## src/rtl/mem_port_arbiter_if.sv

```systemverilog
// mem_port_arbiter_if: requester and memory-port signals shared by the arbiter and its environment
interface mem_port_arbiter_if #(parameter int WORD_SIZE = 16);
  logic                 if_req, if_done, d_req, d_we, d_done;
  logic                 mem_readM, mem_writeM, mem_ack, busy, timeout_err;
  logic [WORD_SIZE-1:0] if_addr, if_rdata, d_addr, d_wdata, d_rdata;
  logic [WORD_SIZE-1:0] mem_addr, mem_wdata, mem_rdata;
  modport master (
    input  if_req, if_addr, d_req, d_we, d_addr, d_wdata, mem_rdata, mem_ack,
    output if_done, if_rdata, d_done, d_rdata, mem_readM, mem_writeM, mem_addr, mem_wdata,
           busy, timeout_err
  );
  modport slave (
    output if_req, if_addr, d_req, d_we, d_addr, d_wdata, mem_rdata, mem_ack,
    input  if_done, if_rdata, d_done, d_rdata, mem_readM, mem_writeM, mem_addr, mem_wdata,
           busy, timeout_err
  );
endinterface

```

## src/rtl/mem_port_arbiter.sv

```systemverilog
// mem_port_arbiter: shares one memory port between fetch and data requesters with a watchdog
module mem_port_arbiter #(
  parameter int WORD_SIZE = 16,
  parameter int TIMEOUT   = 64
) (
  input logic                clk,
  input logic                reset_n,
  mem_port_arbiter_if.master bus
);
  localparam logic [15:0] LIM = 16'(TIMEOUT - 1);
  typedef enum logic [2:0] {IDLE, FETCH, DLOAD, DSTORE, DONE} state_t;
  state_t               state, state_nx;
  logic [15:0]          cnt, cnt_nx;
  logic                 last_d, last_nx, err, err_nx;
  logic [WORD_SIZE-1:0] addr, addr_nx, wdata, wdata_nx;
  logic [WORD_SIZE-1:0] if_rd, if_rd_nx, d_rd, d_rd_nx;
  logic                 abort, fin, grant_f;
  assign abort   = !bus.mem_ack && cnt == LIM;
  assign fin     = bus.mem_ack || abort;
  assign grant_f = bus.if_req && (!bus.d_req || last_d);
  always_comb begin
    state_nx = state;
    cnt_nx   = cnt;
    last_nx  = last_d;
    err_nx   = err;
    addr_nx  = addr;
    wdata_nx = wdata;
    if_rd_nx = if_rd;
    d_rd_nx  = d_rd;
    unique case (state)
      IDLE: begin
        if (grant_f) begin
          state_nx = FETCH;
          addr_nx  = bus.if_addr;
          cnt_nx   = '0;
        end else if (bus.d_req) begin
          state_nx = bus.d_we ? DSTORE : DLOAD;
          addr_nx  = bus.d_addr;
          wdata_nx = bus.d_we ? bus.d_wdata : wdata;
          cnt_nx   = '0;
        end
      end
      FETCH, DLOAD, DSTORE: begin
        if (fin) begin
          state_nx = DONE;
          last_nx  = state != FETCH;
          err_nx   = err | abort;
          if_rd_nx = state == FETCH ? (bus.mem_ack ? bus.mem_rdata : '0) : if_rd;
          d_rd_nx  = state == DLOAD ? (bus.mem_ack ? bus.mem_rdata : '0) : d_rd;
        end else
          cnt_nx = cnt + 16'd1;
      end
      default: state_nx = IDLE;
    endcase
  end
  always_ff @(posedge clk) begin
    if (!reset_n) begin
      state  <= IDLE;
      cnt    <= '0;
      last_d <= 1'b1;
      err    <= 1'b0;
      addr   <= '0;
      wdata  <= '0;
      if_rd  <= '0;
      d_rd   <= '0;
    end else begin
      state  <= state_nx;
      cnt    <= cnt_nx;
      last_d <= last_nx;
      err    <= err_nx;
      addr   <= addr_nx;
      wdata  <= wdata_nx;
      if_rd  <= if_rd_nx;
      d_rd   <= d_rd_nx;
    end
  end
  assign bus.mem_readM   = state == FETCH || state == DLOAD;
  assign bus.mem_writeM  = state == DSTORE;
  assign bus.if_done     = state == DONE && !last_d;
  assign bus.d_done      = state == DONE && last_d;
  assign bus.busy        = state != IDLE;
  assign bus.timeout_err = err;
  assign bus.mem_addr    = addr;
  assign bus.mem_wdata   = wdata;
  assign bus.if_rdata    = if_rd;
  assign bus.d_rdata     = d_rd;
endmodule

```

## src/flat_wrapper.sv

```systemverilog
// flat-port wrapper written by rule: the top's interface ports become plain ports
module mem_port_arbiter_flat 
#(
  parameter int WORD_SIZE = 16,
  parameter int TIMEOUT   = 64
)
  (clk, reset_n, bus_if_req, bus_if_addr, bus_d_req, bus_d_we, bus_d_addr, bus_d_wdata, bus_mem_rdata, bus_mem_ack, bus_if_done, bus_if_rdata, bus_d_done, bus_d_rdata, bus_mem_readM, bus_mem_writeM, bus_mem_addr, bus_mem_wdata, bus_busy, bus_timeout_err);
  mem_port_arbiter_if #(.WORD_SIZE(WORD_SIZE)) bus_i ();
  input logic clk;
  input logic reset_n;
  input wire logic [$bits(bus_i.if_req)-1:0] bus_if_req;
  input wire logic [$bits(bus_i.if_addr)-1:0] bus_if_addr;
  input wire logic [$bits(bus_i.d_req)-1:0] bus_d_req;
  input wire logic [$bits(bus_i.d_we)-1:0] bus_d_we;
  input wire logic [$bits(bus_i.d_addr)-1:0] bus_d_addr;
  input wire logic [$bits(bus_i.d_wdata)-1:0] bus_d_wdata;
  input wire logic [$bits(bus_i.mem_rdata)-1:0] bus_mem_rdata;
  input wire logic [$bits(bus_i.mem_ack)-1:0] bus_mem_ack;
  output wire logic [$bits(bus_i.if_done)-1:0] bus_if_done;
  output wire logic [$bits(bus_i.if_rdata)-1:0] bus_if_rdata;
  output wire logic [$bits(bus_i.d_done)-1:0] bus_d_done;
  output wire logic [$bits(bus_i.d_rdata)-1:0] bus_d_rdata;
  output wire logic [$bits(bus_i.mem_readM)-1:0] bus_mem_readM;
  output wire logic [$bits(bus_i.mem_writeM)-1:0] bus_mem_writeM;
  output wire logic [$bits(bus_i.mem_addr)-1:0] bus_mem_addr;
  output wire logic [$bits(bus_i.mem_wdata)-1:0] bus_mem_wdata;
  output wire logic [$bits(bus_i.busy)-1:0] bus_busy;
  output wire logic [$bits(bus_i.timeout_err)-1:0] bus_timeout_err;
  assign bus_i.if_req = bus_if_req;
  assign bus_i.if_addr = bus_if_addr;
  assign bus_i.d_req = bus_d_req;
  assign bus_i.d_we = bus_d_we;
  assign bus_i.d_addr = bus_d_addr;
  assign bus_i.d_wdata = bus_d_wdata;
  assign bus_i.mem_rdata = bus_mem_rdata;
  assign bus_i.mem_ack = bus_mem_ack;
  assign bus_if_done = bus_i.if_done;
  assign bus_if_rdata = bus_i.if_rdata;
  assign bus_d_done = bus_i.d_done;
  assign bus_d_rdata = bus_i.d_rdata;
  assign bus_mem_readM = bus_i.mem_readM;
  assign bus_mem_writeM = bus_i.mem_writeM;
  assign bus_mem_addr = bus_i.mem_addr;
  assign bus_mem_wdata = bus_i.mem_wdata;
  assign bus_busy = bus_i.busy;
  assign bus_timeout_err = bus_i.timeout_err;
  mem_port_arbiter #(.WORD_SIZE(WORD_SIZE), .TIMEOUT(TIMEOUT)) u_core (.clk(clk), .reset_n(reset_n), .bus(bus_i));
endmodule
```

## config.mk

```make
export PLATFORM = sky130hd
export DESIGN_NAME = mem_port_arbiter_flat
export DESIGN_NICKNAME = d
export VERILOG_FILES = /design/src/rtl/mem_port_arbiter_if.sv /design/src/rtl/mem_port_arbiter.sv /design/src/flat_wrapper.sv
export SDC_FILE = /design/constraint.sdc
export NUM_CORES = 1
export LEC_CHECK = 0
export CORE_MARGIN = 5
export CORE_UTILIZATION = 43
export CTS_BUF_LIST = sky130_fd_sc_hd__clkbuf_8
export DETAILED_ROUTE_END_ITERATION = 6
export PLACE_DENSITY = 0.89
export SYNTH_ARGS = -nofsm -noshare
export SYNTH_HDL_FRONTEND = slang
export SYNTH_SLANG_ARGS = --single-unit
```

## constraint.sdc

```tcl
create_clock -name clk -period 6.34 [get_ports clk]
set_input_delay 0.951 -clock clk [delete_from_list [all_inputs] [get_ports clk]]
set_output_delay 0.951 -clock clk [all_outputs]
set_load 0.02 [all_outputs]
```

==> out/qor.txt, run 1 <==
Asr flop ratio synth: 0
Worst setup EP type: flip-flop
Synth warnings: 0
Post-synthesis cell type count: 50
Initial core utilization: 0.443
DRT iter0 DRCs: 314
Post-route DRC: 0
TritonCTS clock tree: done
Logic gate share of total power: 0.285
Synth Area per Inst: 8.33 um2
Dpl hpwl: 8.37 mm
Post-DRT Antenna Nets: 0
Total track usage: 0.203
Finished Core Util: 0.634
PD cells: 271 nW/um2
First-pass GRT wire length: 18.7 mm
Reg area: 1700 um2
Skew final: 0.0135 ns
Post-synth top area cell: dfxtp_1
Layout cells sized above 1: 0.0596
Max frequency: 0.296 GHz
NumNets Final: 653
Root Driver: clkbuf_8
Critical Path RT: 6.52 ns
Slew @ Worst Pin: 1.26 ns
Finished Cell Area: 5530 um2
Register bit total from synthesis: 85
GRT overflow: 0
Hold-fix buffers, CTS: 0
Multi-input logic area: 2000 um2
Clock sink count: 85
CP Class: primary input to flip-flop
Clk slew on worst S/H paths: 0.08 ns
Largest cells by area after synthesis: dfxtp_1, mux2i_1, nor2_1
Die X: 105 um
Status: complete, no violations
Clock Path Buffers: 2
CP arrival: 3.56 ns
Largest net degree at the start of global routing: 44
Slowest-stage cell, CP: a21boi_0
# H-tree levels: 3
Row count: 34
Max_cap viols: 0
Placed cell area: 5300 um2
Via count: 4088
Fill cell count: 706
CP Max Fanout: 43
Post-synth top area share: 0.440
Clock share of power: 0.298
R2R depth: 5
Mapped Area: 3860 um2
Final Max Slew Viols: 0
Worst Hold Class: flip-flop to flip-flop
Final hold violations: 0
Skew-Pair Late Insertion Delay: 0.36 ns
Slew margin rel.: 0.150
Mapped Nets: 535
NetSw: 0.000480 W
Setup TNS Final: 0 ns
Routability cong.: 0.916
Sw frac: 0.321
Final wirelength: 11.7 mm
Most common cell on crit path: buf_4
Per-cell routed wire length: 16.8 um
Area delta synth->final: 43.1%
I/O pin count: 140
Number of port buffers: 139
Pint: 0.00102 W
Resize count post-CTS: 0
Most used DFF post-synth: dfxtp_1
Worst path top cell family by delay: compound AO/OA/AOI/OAI gates
Post CTS Setup Buffer Count: 0
# setup viols final: 0
Seq/Total Area, Yosys: 0.440
Die Footprint: 11000 um2
Vias in the first global route: 3823
Peak VDD IR: 0.000139 V
Slowest cell delay on critical path: 1.03 ns
Leakage: 2.12 nW
Initial antenna violation count: 0
Hold Crit Depth: 2
Diode count: 0
Drt pass-1 iters: 6
RSZ-0062 raised after global routing: false
Core area: 8720 um2
Clock period minus final worst setup slack: 3.38 ns
Vias per cell: 5.88
Seq pwr share: 0.417
WP buf/inv: 4
Setup crit start kind: primary input
CTS buffer count: 9
EDFF count, synth: 0
Critical path depth: 7
Final worst-path cycle share: 0.534
Synth Instances: 464
Critical-path cell list: clkdlybuf4s50_1 > buf_4 > inv_1 > buf_4 > nor2_1 > a21boi_0 > o21ai_0
Die Height: 105 um
logic make-up after synthesis:
kind of cell	after synthesis	synth area share
adders and majority gates	1	0.00324
DFF	85	0.440
buffers and inverters	45	0.0476
AOI/OAI and AO/OA	133	0.220
and+or+nand+nor	166	0.201
muxes	34	0.0881
sequential cells by signal, indices dropped and copies added, names as in the netlist:
register,count
u_core.bus.d_rdata,16
u_core.bus.if_rdata,16
u_core.bus.mem_addr,16
u_core.bus.mem_wdata,16
u_core.bus.timeout_err,1
u_core.cnt,16
u_core.last_d,1
u_core.state,3
synthesized netlist by cell type, types with 2 or more instances:
| master | instances |
|---|---|
| nor3b_1 | 3 |
| o21ai_0 | 40 |
| o211ai_1 | 3 |
| clkbuf_2 | 3 |
| nor3_1 | 7 |
| mux2i_1 | 34 |
| a21oi_1 | 7 |
| nor4b_1 | 3 |
| or3_1 | 3 |
| dfxtp_1 | 85 |
| clkbuf_1 | 29 |
| and3_1 | 3 |
| a21o_1 | 2 |
| inv_1 | 8 |
| buf_2 | 3 |
| nand4_1 | 5 |
| nor2_1 | 69 |
| nand3_1 | 5 |
| a211oi_1 | 17 |
| o21ai_1 | 3 |
| o21a_1 | 3 |
| nand2_1 | 45 |
| a31oi_1 | 41 |
| and2_1 | 3 |
| or2_2 | 2 |
| a41oi_1 | 3 |
| nor4_1 | 9 |
| nand4b_1 | 3 |
| or4b_1 | 2 |
power by group through the flow:
stage                     Sequential, W  Combinational, W  Clock (W)
after floorplan                0.000682          0.000180          0
after global placement         0.000634          0.000415          0
after detailed placement       0.000636          0.000426          0
after CTS                      0.000625          0.000428   0.000448
after global routing           0.000632          0.000462   0.000472
final                          0.000625          0.000426   0.000447
routing by layer:
metal  share of wire  wire [um]  vias up  track usage
met3            0.11       1260       35       0.0666
met5               0          0        -            0
li1                -          -     1933            -
met2            0.46       5350      237        0.325
met1            0.41       4770     1883        0.254
met4           0.024        277        0       0.0776
per-stage QoR:
step                cells  setup slack [ns]  power (W)  hold WS, ns
floorplan             464              3.74   0.000862        0.467
global placement      679              2.76    0.00105        0.459
detailed placement    679              2.72    0.00106        0.467
CTS                   695              3.08    0.00150        0.479
global route          695              2.75    0.00157        0.514
finish                695              2.96    0.00150        0.474
worst paths after layout:
check,start,end,slack [ns]
worst max-delay path,reset_n,u_core.cnt[1],2.96
worst min-delay path,u_core.bus.d_rdata[15],u_core.bus.d_rdata[15],0.47
worst max register to register,u_core.cnt[1],u_core.cnt[1],3.48
worst min register to register,u_core.bus.d_rdata[15],u_core.bus.d_rdata[15],0.47
tightest hold or removal path: stages, from the launching register on:
cell,delay (ns)
dfxtp_1,0.31
nand2_1,0.07
o21ai_1,0.05
final cells by class:
| type | count | area share |
|---|---|---|
| Multi-Input combinational cell | 334 | 0.362 |
| Sequential cell | 85 | 0.308 |
| Timing Repair Buffer | 144 | 0.258 |
| Clock buffer | 10 | 0.0249 |
| Tap cell | 108 | 0.0244 |
| Clock inverter | 6 | 0.0170 |
| Inverter | 8 | 0.00543 |
layout by cell type (no fill, tap or decap), types with 5 or more instances in the layout:
| cell | n |
|---|---|
| nand3_1 | 5 |
| clkdlybuf4s50_1 | 139 |
| mux2i_1 | 34 |
| inv_1 | 8 |
| a21oi_1 | 6 |
| nor3_1 | 7 |
| a211oi_1 | 17 |
| a31oi_1 | 41 |
| buf_4 | 5 |
| nand4_1 | 5 |
| o21ai_0 | 40 |
| clkbuf_8 | 10 |
| dfxtp_1 | 85 |
| nor4_1 | 9 |
| nor2_1 | 68 |
| nand2_1 | 45 |
No activity file was read; power rests on OpenSTA's default activity.
==> run 2, diff against run 1 <==
- CORE_UTILIZATION: 43 -> 42
- PLACE_DENSITY: 0.89 -> 0.9
- clock period: 6.34 -> 3 ns (I/O delays scaled with it)
==> out/qor.txt, run 2 (synthesis gave the netlist of run 1 again) <==
Fill cell count: 744
Setup TNS Final: 0 ns
Final wirelength: 11.2 mm
Post-DRT Antenna Nets: 0
Vias per cell: 5.61
Clock share of power: 0.267
Final Max Slew Viols: 0
Die X: 106 um
NumNets Final: 659
Drt pass-1 iters: 6
Clock period minus final worst setup slack: 2.60 ns
Resize count post-CTS: 0
RSZ-0062 raised after global routing: false
Worst setup EP type: flip-flop
Clock Path Buffers: 2
Slew margin rel.: 0.633
Initial antenna violation count: 0
Peak VDD IR: 0.000318 V
Fin worst setup slack: 0.401 ns
Sw frac: 0.346
Critical Path RT: 3.23 ns
Die Height: 106 um
# setup viols final: 0
Placed cell area: 5350 um2
Initial core utilization: 0.424
DRT iter0 DRCs: 312
Post-route DRC: 0
Total Power: 0.00304 W
Via count: 3950
Setup crit start kind: flip-flop
Diode count: 0
Area delta synth->final: 43.6%
Skew final: 0.0176 ns
Layout cells sized above 1: 0.0691
First-pass GRT wire length: 18.0 mm
Per-cell routed wire length: 15.9 um
Most frequent cells in the layout: clkdlybuf4s50_1, dfxtp_1, nor2_1
Logic gate share of total power: 0.298
GRT overflow: 0
Status: complete, no violations
Hold-fix buffers, CTS: 0
Row count: 35
I/O pin count: 140
Number of port buffers: 139
Leakage: 2.14 nW
CP Max Fanout: 34
Finished Core Util: 0.609
Pint: 0.00199 W
PD cells: 547 nW/um2
Final hold violations: 0
Clock sink count: 85
CP Class: flip-flop to flip-flop
Max_cap viols: 0
# H-tree levels: 3
Largest net degree at the start of global routing: 43
Pre-CTS WS: 0.398 ns
Clk slew on worst S/H paths: 0.10 ns
Vias in the first global route: 3745
Worst Hold Class: flip-flop to flip-flop
Most common cell after layout, fill and taps aside: clkdlybuf4s50_1
Dpl hpwl: 8.22 mm
CTS buffer count: 9
Root Driver: clkbuf_8
Core area: 9110 um2
Post CTS Setup Buffer Count: 0
NetSw: 0.00105 W
Skew-Pair Late Insertion Delay: 0.37 ns
Routability cong.: 0.962
CP arrival: 2.83 ns
Slew @ Worst Pin: 0.550 ns
Final worst-path cycle share: 0.866
TritonCTS clock tree: done
Die Footprint: 11200 um2
Seq pwr share: 0.435
Finished Cell Area: 5550 um2
Max frequency: 0.385 GHz
Total track usage: 0.196
## run 2: cell types whose count changed in the layout (fill, tap and decap cells not counted)
cell	before	now
clkbuf_8	10	9
clkinv_8	0	2
bufinv_16	2	0
clkinv_2	1	0
buf_4	5	11
inv_8	1	2
clkinv_4	1	3
inv_6	1	0
## run 2: worst paths after layout
path                                   to  slack (ns)                    from  depth (start not counted)
setup / recovery  u_core.bus.if_rdata[14]        0.40           u_core.cnt[0]                          5
hold / removal     u_core.bus.if_rdata[3]        0.49  u_core.bus.if_rdata[3]                          2
setup reg to reg  u_core.bus.if_rdata[14]        0.40           u_core.cnt[0]                          5
hold reg to reg    u_core.bus.if_rdata[3]        0.49  u_core.bus.if_rdata[3]                          2
## run 2: metal layers
metal / up-vias / part of all wire / global-route usage
met3: 18 / 0.11 / 0.0820
li1: 1946 / - / -
met4: 0 / 0.015 / 0.0592
met2: 201 / 0.47 / 0.323
met1: 1785 / 0.40 / 0.232
met5: - / 0 / 0
## run 2: per-stage QoR
stage                     std cells  hold WS (ns)
after global placement          688         0.463
after detailed placement        688         0.477
after CTS                       704         0.490
after floorplan                 464         0.467
after global routing            704         0.514
final                           704         0.487
## run 2: cell type report
class | instances | area [um2] | area share
clock buffers | 9 | 124 | 0.0223
clock inverters | 7 | 81.3 | 0.0146
inverters | 8 | 30.0 | 0.00541
multi-input cells | 334 | 2000 | 0.361
flip-flops and latches | 85 | 1700 | 0.307
well taps | 111 | 139 | 0.0250
repair buffers | 150 | 1470 | 0.265
## run 2: critical path, cell delays in order, from the launching register on
cell	delay, ns
dfxtp_1	0.43
ha_1	0.33
or4b_1	0.51
or4_4	0.55
nand2b_2	0.45
o21ai_0	0.19
## run 2: power by group through the flow
stage	Sequential [W]	Combinational, W	Clock [W]
final	0.00132	0.000906	0.000810
after global routing	0.00134	0.000972	0.000893
after detailed placement	0.00135	0.000904	0
after global placement	0.00134	0.000883	0
after floorplan	0.00144	0.000380	0
after CTS	0.00132	0.000909	0.000826
